`src/rtl/router_sync.sv`:
```
// router_sync: address latch, write steering and per-FIFO read timeout.
// Ports: clk/rst; detect_add, data_in, write_enb_reg, rd_en_0..2, empty_0..2,
// full_0..2 in; write_enb[2:0], fifo_full, vld_out_0..2, soft_rst_0..2 out.
// Optional ROUTER_SYNC_STAT_EN adds timeout_evt[7:0], a saturating count of
// cycles in which at least one FIFO timed out.
module router_sync #(
  parameter int TIMEOUT = 30,
  parameter int CNT_W   = 5
) (
  input  logic       clk,
  input  logic       rst,
  input  logic       detect_add,
  input  logic [1:0] data_in,
  input  logic       write_enb_reg,
  input  logic       rd_en_0,
  input  logic       rd_en_1,
  input  logic       rd_en_2,
  input  logic       empty_0,
  input  logic       empty_1,
  input  logic       empty_2,
  input  logic       full_0,
  input  logic       full_1,
  input  logic       full_2,
  output logic [2:0] write_enb,
  output logic       fifo_full,
  output logic       vld_out_0,
  output logic       vld_out_1,
  output logic       vld_out_2,
`ifdef ROUTER_SYNC_STAT_EN
  output logic [7:0] timeout_evt,
`endif
  output logic       soft_rst_0,
  output logic       soft_rst_1,
  output logic       soft_rst_2
);

  localparam logic [CNT_W-1:0] CNT_LAST = CNT_W'(TIMEOUT - 1);

  logic [1:0]       addr_q;
  logic [1:0]       addr_sel;
  logic [2:0]       empty_v;
  logic [2:0]       rd_v;
  logic [2:0]       full_v;
  logic [2:0]       qualify;
  logic [2:0]       expire;
  logic [2:0]       soft_q;
  logic [CNT_W-1:0] cnt [3];

  assign empty_v = {empty_2, empty_1, empty_0};
  assign rd_v    = {rd_en_2, rd_en_1, rd_en_0};
  assign full_v  = {full_2, full_1, full_0};

  assign vld_out_0 = ~empty_0;
  assign vld_out_1 = ~empty_1;
  assign vld_out_2 = ~empty_2;

  assign soft_rst_0 = soft_q[0];
  assign soft_rst_1 = soft_q[1];
  assign soft_rst_2 = soft_q[2];

  // A header routes its own cycle, before addr_q has captured it.
  assign addr_sel = detect_add ? data_in : addr_q;

  always_comb begin
    write_enb = 3'b000;
    fifo_full = 1'b0;
    case (addr_sel)
      2'd0: begin
        write_enb = {2'b00, write_enb_reg};
        fifo_full = full_v[0];
      end
      2'd1: begin
        write_enb = {1'b0, write_enb_reg, 1'b0};
        fifo_full = full_v[1];
      end
      2'd2: begin
        write_enb = {write_enb_reg, 2'b00};
        fifo_full = full_v[2];
      end
      default: begin
        write_enb = 3'b000;
        fifo_full = 1'b0;
      end
    endcase
  end

  always_comb begin
    qualify = ~empty_v & ~rd_v;
    expire  = 3'b000;
    for (int i = 0; i < 3; i++) begin
      expire[i] = qualify[i] && (cnt[i] == CNT_LAST);
    end
  end

  always_ff @(posedge clk) begin
    if (rst) begin
      addr_q <= 2'b11;
    end else if (detect_add) begin
      addr_q <= data_in;
    end
  end

  // Any read or an empty FIFO restarts the wait from zero.
  always_ff @(posedge clk) begin
    if (rst) begin
      for (int i = 0; i < 3; i++) begin
        cnt[i] <= '0;
      end
      soft_q <= 3'b000;
    end else begin
      for (int i = 0; i < 3; i++) begin
        if (!qualify[i] || expire[i]) begin
          cnt[i] <= '0;
        end else begin
          cnt[i] <= cnt[i] + 1'b1;
        end
      end
      soft_q <= expire;
    end
  end

`ifdef ROUTER_SYNC_STAT_EN
  always_ff @(posedge clk) begin
    if (rst) begin
      timeout_evt <= 8'h00;
    end else if (|expire && timeout_evt != 8'hFF) begin
      timeout_evt <= timeout_evt + 8'h01;
    end
  end
`endif

endmodule

```
`config.mk`:
```
export PLATFORM = sky130hd
export DESIGN_NAME = router_sync
export DESIGN_NICKNAME = d
export VERILOG_FILES = /design/src/rtl/router_sync.sv
export SDC_FILE = /design/constraint.sdc
export NUM_CORES = 1
export LEC_CHECK = 0
export BUFFER_PORTS_ARGS = -buffer_cell sky130_fd_sc_hd__buf_2
export CAP_MARGIN = 20
export CORE_MARGIN = 1
export CORE_UTILIZATION = 45
export CTS_CLUSTER_DIAMETER = 50
export DETAILED_ROUTE_END_ITERATION = 6
export PLACE_DENSITY = 0.72
export SLEW_MARGIN = 10
export SYNTH_ARGS = -nofsm -noshare
export SYNTH_HDL_FRONTEND = slang
export SYNTH_SLANG_ARGS = --single-unit
```
`constraint.sdc`:
```
create_clock -name clk -period 1.4 [get_ports clk]
set_clock_uncertainty 0.15 [all_clocks]
set_input_delay 0.21 -clock clk [delete_from_list [all_inputs] [get_ports clk]]
set_output_delay 0.21 -clock clk [all_outputs]
set_load 0.02 [all_outputs]
```
==> impl_metrics.json <==
{
  "crit_chain": "mux2i_4, buf_4, buf_4, nor3b_2, buf_4",
  "drt_iter0_markers": 5,
  "io_buffers": 24,
  "crit_required_ns": 1.04,
  "fin_crit_ns": 1.67,
  "hp-class": "input pin to register",
  "drcViolationCount": 0,
  "clock-root-buffer": "clkbuf_4",
  "synthSimpleGateAreaFrac": 0.199,
  "drv_cap": 0,
  "synth_xor_area_frac": 0.0819,
  "switchingPower_mw": 0.282,
  "p_leak_nw": 0.575,
  "grt_overflow_total": 0,
  "area_growth_pct": 39.1,
  "grt_max_degree": 13,
  "layout.nets": 155,
  "dieHeight_um": 48.2,
  "period_share": 1.20,
  "core_um2": 1980,
  "ir_drop_v": 0.000702,
  "start_util": 0.485,
  "r2r-end": "cnt[1][4]",
  "cts_buffers": 3,
  "r2r_cells": 5,
  "setup_viol": 5,
  "gp_congestion": 0.781,
  "regToRegSetupSlack_ns": 0,
  "maxSlewViolCount": 0,
  "holdPathEnd": "addr_q[1]",
  "p_comb_frac": 0.117,
  "grt_first_pass_wirelength_um": 2280,
  "synthAdderAreaFrac": 0.0780,
  "status": "finished, violations left",
  "antenna_found_initial": 0,
  "grt_util_all_layers": 0.145,
  "synth.area.mux_share": 0.0364,
  "clk_pin_slew_ns": 0.12,
  "post-route-util": 0.676,
  "cts_tree": "yes",
  "start_kind": "register",
  "vias": 734,
  "dieArea_um2": 2330,
  "clock_sink_count": 20,
  "clock_path_buffers": 2,
  "endpoint_kind": "primary output",
  "grt_pass1_vias": 582,
  "crit_fanout": 5,
  "ctsHtreeMaxLevel": 1,
  "io_pins": 25,
  "rsz0062_at_grt": "yes",
  "synth_top_family_by_area": "simple AND/OR/NAND/NOR gates",
  "synthCells": 86,
  "syn_avg_cell_area_um2": 11.2,
  "path_class": "register to primary output",
  "die_w_um": 48.2,
  "wl_per_cell_um": 11.1,
  "cp_slowest_stage_delay_ns": 0.36,
  "num_rows": 16,
  "synth_compound_area_frac": 0.00520,
  "ys.warnings.count": 0,
  "slowest_stage": "dfxtp_2",
  "hold_path_depth": 2,
  "synth.distinct_cells": 21,
  "hold_buffers": 0,
  "hold_viol": 0,
  "hp-start": "rst",
  "p_int_mw": 1.03,
  "p_seq_frac": 0.525,
  "violations": "negative setup slack",
  "place_hpwl_um": 1230,
  "netlist_area_um2": 962,
  "clock_latency_ns": 0.30,
  "max_freq_mhz": 598,
  "p_clk_frac": 0.358,
  "pwr_density_cell_nw_per_um2": 978,
  "viasPerCell": 4.59,
  "diodes": 0,
  "cp_common_cell": "buf_4",
  "routed_wl_um": 1770,
  "drive_gt1_frac": 0.398,
  "regToRegStartpoint": "cnt[1][1]",
  "place_area_um2": 1180,
  "arrival_ns": 1.31,
  "switching_share": 0.215,
  "final_cell_area_um2": 1340,
  "ys_seq_area_frac": 0.572,
  "ys_ff_latch": 20,
  "postRouteAntennaNets": 0,
  "setup_slack_ns": -0.273,
  "first_pass_iters": 4
}
## what timing repair did
action / 4_1_cts / 5_1_grt
gates resized for setup: 9 / 12
pin swaps: 2 / 6
setup buffers: 0 / 4
setup endpoints to repair: 7 / 19
## how the worst max path moves through the flow
stage / start / endpoint / slack (ns) / cells past startpoint
detailed placement: detect_add / fifo_full / -0.09 / 5
global placement: detect_add / fifo_full / -0.05 / 5
global route: addr_q[1] / fifo_full / -0.33 / 4
CTS: addr_q[1] / fifo_full / -0.26 / 4
floorplan: addr_q[1] / fifo_full / 0.04 / 3
finish: addr_q[1] / write_enb[2] / -0.27 / 5
## sequential cells by signal, indices dropped and copies added (netlist names)
register,count
addr_q,2
soft_q,3
cnt,15
## cell type report
type                            instances  area (um^2)
Sequential cell                        20          552
Inverter                                6         22.5
Fill cell                             148          643
Clock inverter                          1         30.0
Tap cell                               27         33.8
Multi-Input combinational cell         74          509
Timing Repair Buffer                   29          169
Clock buffer                            3         22.5
## stage by stage
step | setup TNS [ns] | setup WS, ns | power, mW | hold WS (ns) | instances
2_1_floorplan | 0 | 0.0356 | 0.772 | 0.156 | 100
3_3_place_gp | -0.0507 | -0.0463 | 0.818 | 0.323 | 152
3_5_place_dp | -0.128 | -0.0869 | 0.823 | 0.320 | 152
4_1_cts | -0.791 | -0.258 | 1.30 | 0.00911 | 156
5_1_grt | -1.87 | -0.330 | 1.35 | 0.0286 | 160
6_report | -0.863 | -0.273 | 1.31 | 0.00889 | 160
## power groups by stage
| stage | sequential (mW) | combinational, mW | clock [mW] |
|---|---|---|---|
| 6_report | 0.688 | 0.153 | 0.469 |
| 5_1_grt | 0.692 | 0.171 | 0.492 |
| 4_1_cts | 0.685 | 0.136 | 0.478 |
| 3_5_place_dp | 0.697 | 0.126 | 0 |
| 3_3_place_gp | 0.696 | 0.123 | 0 |
| 2_1_floorplan | 0.692 | 0.0796 | 0 |
## cell usage after synthesis
cell / number / share of area
nor2b_1: 3 / 0.020
nand3_1: 7 / 0.036
xor2_1: 6 / 0.055
xnor2_1: 3 / 0.027
inv_1: 6 / 0.023
ha_1: 6 / 0.078
or2b_1: 1 / 0.0078
nand4_1: 3 / 0.020
edfxtp_1: 15 / 0.47
and3_2: 1 / 0.0078
nor3b_1: 1 / 0.0078
nand2_1: 4 / 0.016
mux2_2: 1 / 0.012
conb_1: 1 / 0.0039
nor3_1: 3 / 0.016
nor2_1: 16 / 0.062
mux2i_1: 1 / 0.010
dfxtp_1: 5 / 0.10
or2_2: 1 / 0.0065
mux2i_2: 1 / 0.014
o21ai_1: 1 / 0.0052
## routing by layer
metal  track usage  part of all wire  vias to the layer above
li1              -                 -                      373
met5             0                 0                        -
met4        0.0500            0.0085                        0
met2         0.259              0.50                       30
met1         0.176              0.43                      329
met3        0.0222             0.061                        2
## cell usage in the layout, fill, tap and decap left out, types with 4 or more instances in the layout
master    count
buf_2        21
buf_4         7
conb_1       15
dfxtp_1       4
edfxtp_1     15
ha_2          4
inv_1         6
nand3_1       5
nor2_1       13
xor2_1        5
## worst max-delay path, delay by kind of cell (launching register included)
kind | cells | cell delay, ns
buffers and inverters | 3 | 0.42
flip-flops | 1 | 0.36
AND/OR/NAND/NOR | 1 | 0.16
multiplexers | 1 | 0.08
## cells by family (layout without fill, tap and decap cells)
logic type                 count (synthesis)  in the layout
buffers and inverters                      6             39
DFF                                       20             20
xor gates and xnor gates                   9              9
other                                      1             15
AOI/OAI and AO/OA                          1              1
adders and majority gates                  6              6
and+or+nand+nor                           40             40
muxes                                      3              3
Note: power is estimated with default switching activity, not from simulation.
